--- src/rtl/pipe_hazard_ctrl.sv ---
// Pipeline hazard controller for a five-stage in-order pipeline.
// Produces the PC and pipeline-register load enables, the bubble-insert flushes
// and the data-memory request. Stalls are raised for slow data memory, for
// taken branches (flush) and for load-use dependencies, and a fault is latched
// if memory never answers. stall_cnt counts cycles with the PC frozen.
module pipe_hazard_ctrl #(
    parameter int unsigned MEM_TIMEOUT = 15
) (
    input  logic        clk,
    input  logic        rst,
    input  logic [4:0]  id_rs,
    input  logic [4:0]  id_rt,
    input  logic        ex_mem_read,
    input  logic [4:0]  ex_rt,
    input  logic        branch_taken,
    input  logic        mem_access,
    input  logic        dm_ready,
    output logic        pc_en,
    output logic        if_id_en,
    output logic        id_ex_en,
    output logic        ex_mem_en,
    output logic        mem_wb_en,
    output logic        if_id_flush,
    output logic        id_ex_flush,
    output logic        dm_req,
    output logic        bus_err,
    output logic [15:0] stall_cnt
);

    typedef enum logic [1:0] {
        RUN      = 2'd0,
        MEM_WAIT = 2'd1,
        FAULT    = 2'd2
    } state_t;

    localparam logic [7:0] TIMEOUT_CNT = 8'(MEM_TIMEOUT);

    state_t     state, state_nxt;
    logic [7:0] wait_cnt, wait_cnt_nxt;

    // Ungated control values; the external outputs force these low during reset.
    logic pc_en_c, if_id_en_c, id_ex_en_c, ex_mem_en_c, mem_wb_en_c;
    logic if_id_flush_c, id_ex_flush_c, dm_req_c, bus_err_c;

    logic load_use;
    logic mem_stall;

    // A load writing r0 never creates a real dependency, so ex_rt==0 is excluded.
    assign load_use  = ex_mem_read && (ex_rt != 5'd0) &&
                       ((ex_rt == id_rs) || (ex_rt == id_rt));
    assign mem_stall = mem_access && !dm_ready;

    // State and wait counter register; reset abandons any outstanding access.
    // NOTE: sequential state uses non-blocking (<=) so all registers update
    // together from pre-edge values; blocking here would create ordering races.
    always_ff @(posedge clk or negedge rst) begin
        if (!rst) begin
            state    <= RUN;
            wait_cnt <= 8'd0;
        end else begin
            state    <= state_nxt;
            wait_cnt <= wait_cnt_nxt;
        end
    end

    // Next-state and control decode: memory stall > branch flush > load-use > normal.
    // NOTE: every signal driven here gets a default first, so no path leaves one
    // unassigned and no latch is inferred.
    always_comb begin
        state_nxt     = state;
        wait_cnt_nxt  = wait_cnt;
        pc_en_c       = 1'b0;
        if_id_en_c    = 1'b0;
        id_ex_en_c    = 1'b0;
        ex_mem_en_c   = 1'b0;
        mem_wb_en_c   = 1'b0;
        if_id_flush_c = 1'b0;
        id_ex_flush_c = 1'b0;
        dm_req_c      = 1'b0;
        bus_err_c     = 1'b0;

        unique case (state)
            RUN: begin
                dm_req_c = mem_access;
                if (mem_stall) begin
                    // Whole pipe freezes while memory is busy.
                    state_nxt    = MEM_WAIT;
                    wait_cnt_nxt = 8'd1;
                end else if (branch_taken) begin
                    pc_en_c       = 1'b1;
                    if_id_en_c    = 1'b1;
                    id_ex_en_c    = 1'b1;
                    ex_mem_en_c   = 1'b1;
                    mem_wb_en_c   = 1'b1;
                    if_id_flush_c = 1'b1;
                    id_ex_flush_c = 1'b1;
                end else if (load_use) begin
                    // Hold PC and IF/ID, drop a bubble into EX, let the load advance.
                    id_ex_en_c    = 1'b1;
                    ex_mem_en_c   = 1'b1;
                    mem_wb_en_c   = 1'b1;
                    id_ex_flush_c = 1'b1;
                end else begin
                    pc_en_c     = 1'b1;
                    if_id_en_c  = 1'b1;
                    id_ex_en_c  = 1'b1;
                    ex_mem_en_c = 1'b1;
                    mem_wb_en_c = 1'b1;
                end
            end

            MEM_WAIT: begin
                dm_req_c = mem_access;
                if (!dm_ready) begin
                    if (wait_cnt == TIMEOUT_CNT) begin
                        state_nxt = FAULT;
                    end else begin
                        wait_cnt_nxt = wait_cnt + 8'd1;
                    end
                end else begin
                    // EX was frozen, so branch and load-use are re-judged in RUN.
                    pc_en_c      = 1'b1;
                    if_id_en_c   = 1'b1;
                    id_ex_en_c   = 1'b1;
                    ex_mem_en_c  = 1'b1;
                    mem_wb_en_c  = 1'b1;
                    state_nxt    = RUN;
                    wait_cnt_nxt = 8'd0;
                end
            end

            FAULT: begin
                // Terminal until reset; the pipe stays frozen and memory is released.
                bus_err_c = 1'b1;
            end

            default: begin
                state_nxt    = RUN;
                wait_cnt_nxt = 8'd0;
            end
        endcase
    end

    // Saturating count of frozen-PC cycles; a faulted pipe is not counted.
    always_ff @(posedge clk or negedge rst) begin
        if (!rst) begin
            stall_cnt <= 16'd0;
        end else if (!pc_en_c && (state != FAULT) && (stall_cnt != 16'hFFFF)) begin
            stall_cnt <= stall_cnt + 16'd1;
        end
    end

    // Reset is applied combinationally so every control output drops immediately.
    assign pc_en       = rst & pc_en_c;
    assign if_id_en    = rst & if_id_en_c;
    assign id_ex_en    = rst & id_ex_en_c;
    assign ex_mem_en   = rst & ex_mem_en_c;
    assign mem_wb_en   = rst & mem_wb_en_c;
    assign if_id_flush = rst & if_id_flush_c;
    assign id_ex_flush = rst & id_ex_flush_c;
    assign dm_req      = rst & dm_req_c;
    assign bus_err     = rst & bus_err_c;

endmodule

--- config.mk ---
export PLATFORM = sky130hd
export DESIGN_NAME = pipe_hazard_ctrl
export DESIGN_NICKNAME = d
export VERILOG_FILES = /design/src/rtl/pipe_hazard_ctrl.sv
export SDC_FILE = /design/constraint.sdc
export NUM_CORES = 1
export LEC_CHECK = 0
export ABC_AREA = 1
export BUFFER_PORTS_ARGS = -buffer_cell sky130_fd_sc_hd__buf_2
export CAP_MARGIN = 20
export CORE_AREA = 4 4 78 80
export DETAILED_ROUTE_END_ITERATION = 8
export DIE_AREA = 0 0 82 84
export HOLD_SLACK_MARGIN = 0.12
export PLACE_DENSITY_LB_ADDON = 0.1
export SYNTH_ARGS = -nofsm -noshare
export SYNTH_HDL_FRONTEND = slang
export SYNTH_SLANG_ARGS = --single-unit
--- constraint.sdc ---
create_clock -name clk -period 1.9 [get_ports clk]
set_input_delay 0 -clock clk [delete_from_list [all_inputs] [get_ports clk]]
set_output_delay 0 -clock clk [all_outputs]
set_load 0.03 [all_outputs]
==> key figures <==
Run status
  • Run status: finished, final reports clean

Critical path
  • CP startpoint kind: flop
  • Critical Path RT: between 1.5 and 2 ns
  • Largest stage delay on the critical path: 0.40 ns
  • Critical path capture point type: output port
  • Combined buffer and inverter count along the critical path: 4
  • Cells along the critical path: inv_1, nand2_1, inv_1, nand2_1, nand2_1, inv_1, nand3_1, nand2_4, nor2_1, buf_2
  • CP Max Fanout: 10
  • Cell family with most CP delay: simple AND/OR/NAND/NOR gates
  • Data arrival time of the critical path: 1.69 ns
  • Critical path type: reg2out
  • Critical path's slowest cell: dfrtp_1

Clock network
  • Root Driver: clkbuf_8
  • Worst-Skew Late Latency: approximately 0.27 ns
  • H-tree Lvls: 1
  • Clk pin slew, worst setup/hold paths: around 0.09 ns
  • Post-CTS Setup Inserts: 0
  • TritonCTS Sinks: 26
  • Longest Clk Path Bufs: 2
  • CTS Buf Count: 3
  • CTS tree: built

Routing
  • Wire per inst: between 10 and 15 µm
  • Post-route ant nets: 0
  • Post-route DRC: 0
  • Initial DRC Count: 73
  • Detailed Routing Iterations Pass 1: 4
  • DR vias/cell: approximately 4.6
  • Routed vias: 1803
  • Drt total wl: around 4.5 mm

Hold path
  • Worst hold path class: in2reg

Floorplanning
  • Die ar.: 0.00689 mm²
  • Core Box Area: about 0.0054 mm²
  • Chip height: around 84 µm
  • Ports: 46
  • Row count: 27
  • Starting Density: 0.342
  • DIE WIDTH: slightly above 80 µm

Cells and area
  • Layout cell share with drive strength beyond 1: 0.205
  • Final Util: 0.416
  • Fillers: 625
  • Antenna cells: 0
  • Final net count: ~350
  • Area growth syn-to-layout: 21.9%

Yosys
  • Syn Std Cell Area: roughly 0.0018 mm²
  • Cell variety after synth: 28
  • Post-synthesis sequential area ratio: 0.352
  • Synth Instances: 274
  • Count of state elements after synthesis: 26
  • Synth Area per Inst: ~6.7 µm²
  • Syn_nets: just under 300
  • Ys Warns: 0

Run
  • Maxcap violations: 0

Global routing
  • Vias in the first global route: approximately 1700
  • Gr ovfl total: 0
  • Initial antenna violation count: 0
  • GRT Util Overall: 0.142
  • Global-route wire length before repair: around 8 mm
  • Largest net degree at the start of global routing: 21

STA
  • Post-layout min period: between 1.5 and 2 ns
  • RSZ-0062 raised after global routing: false
  • Setup TNS: 0 ns
  • Final Setup Violations: 0
  • Relative slew slack: 0.771
  • Fin crit share: 0.888
  • Fmax: approximately 0.59 GHz
  • Final Max Tran Viols: 0
  • Clock skew: about 0.0068 ns
  • Worst-Margin Slew: ~0.34 ns
  • Final hold vios: 0

Power
  • Cell Pwr Density: between 400 and 500 mW/mm²
  • Max IR drop VDD: about 300 µV
  • Leakage: between 1 and 1.5 nW

Place
  • HPWL after DPL: 3.53 mm
  • Port bufs: 45
  • Gp weighted congestion: around 0.82
layout by cell type (no fill, tap or decap), types with 5 or more instances in the layout:
cell type / n
xor2_1: 9
inv_1: 38
nor3_1: 9
nand2_1: 90
nand4_1: 5
nor2_1: 25
dfrtp_1: 25
buf_2: 45
xnor2_1: 9
nand3_1: 30
power by group:
part           total, mW  switching [mW]  internal (mW)  leakage [nW]
sequential         0.555         0.00139          0.554         0.339
combinational     0.0885          0.0505         0.0380         0.879
clock              0.461           0.179          0.282        0.0357
total               1.10           0.231          0.874          1.25
stage by stage:
| stage | instance area [µm²] | hold slack, ns | total power [mW] | std cells | setup slack, ns |
|---|---|---|---|---|---|
| floorplan | 1850 | -0.296 | 0.604 | 274 | 0.0779 |
| global placement | 2130 | -0.125 | 0.651 | 387 | 0.188 |
| detailed placement | 2130 | -0.122 | 0.652 | 387 | 0.127 |
| CTS | 2230 | 0.290 | 1.13 | 394 | 0.0986 |
| global route | 2250 | 0.333 | 1.16 | 394 | 0.0521 |
| finish | 2250 | 0.290 | 1.10 | 394 | 0.213 |
flip-flops by register name, summed over array words and instances (netlist names):
signal,cells
stall_cnt,16
state,2
wait_cnt,8
cells in the mapped netlist, drive strengths merged:
library cell	count	area share
nor2	27	0.060
nand3	31	0.087
inv	42	0.085
a31oi	2	0.0068
or2	1	0.0034
nor3	10	0.030
nand2	93	0.20
a22o	1	0.0047
o21ai	4	0.013
nand4	5	0.017
xor2	9	0.043
a32o	1	0.0054
ha	2	0.014
dfrtp	26	0.35
buf	7	0.028
xnor2	9	0.043
o31ai	1	0.0041
a21oi	3	0.0081
path summary, 6_finish.rpt:
| kind | from | end | slack (ns) | cells past startpoint |
|---|---|---|---|---|
| hold / removal | mem_access | wait_cnt[3] | 0.29 | 6 |
| max in group asynchronous | rst | wait_cnt[7] | 0.93 | 3 |
| min in group asynchronous | rst | stall_cnt[6] | 0.30 | 3 |
| setup / recovery | state[1] | pc_en | 0.21 | 10 |
| hold reg to reg | stall_cnt[9] | stall_cnt[9] | 0.53 | 2 |
| setup reg to reg | stall_cnt[0] | stall_cnt[2] | 0.24 | 9 |
layer usage:
metal,part of all wire,global-route usage,vias up
li1,-,-,946
met1,0.48,0.196,820
met2,0.46,0.231,33
met3,0.043,0.0227,4
met4,0.010,0.0272,0
met5,0,0,-
cells by family (layout without fill, tap and decap cells):
kind of cell    Yosys count  in the layout  synth area share
simple gates            167            167             0.393
flops                    26             26             0.352
fa+ha+maj                 2              2            0.0135
compound gates           12             12            0.0420
buf+inv                  49             97             0.114
xor+xnor                 18             18            0.0854
final cells by class:
cell class | count | area [µm²] | area share
clock buffers | 3 | 41.3 | 0.0183
repair buffers | 51 | 278 | 0.123
multi-input cells | 199 | 1000 | 0.444
inverters | 42 | 160 | 0.0712
clock inverters | 1 | 30.0 | 0.0133
flip-flops and latches | 26 | 652 | 0.290
well taps | 72 | 90.1 | 0.0400
tightest hold or removal path: cells and delay by family:
kind	cells	cell delay [ns]
buffers and inverters	1	0.10
and+or+nand+nor	5	0.42
repair_timing:
item,4_1_cts,5_1_grt
hold buffers,3,0
endpoints found under the setup margin,0,16
resized for setup,0,5
hold endpoints to repair,27,0
Note: power is estimated with default switching activity, not from simulation.
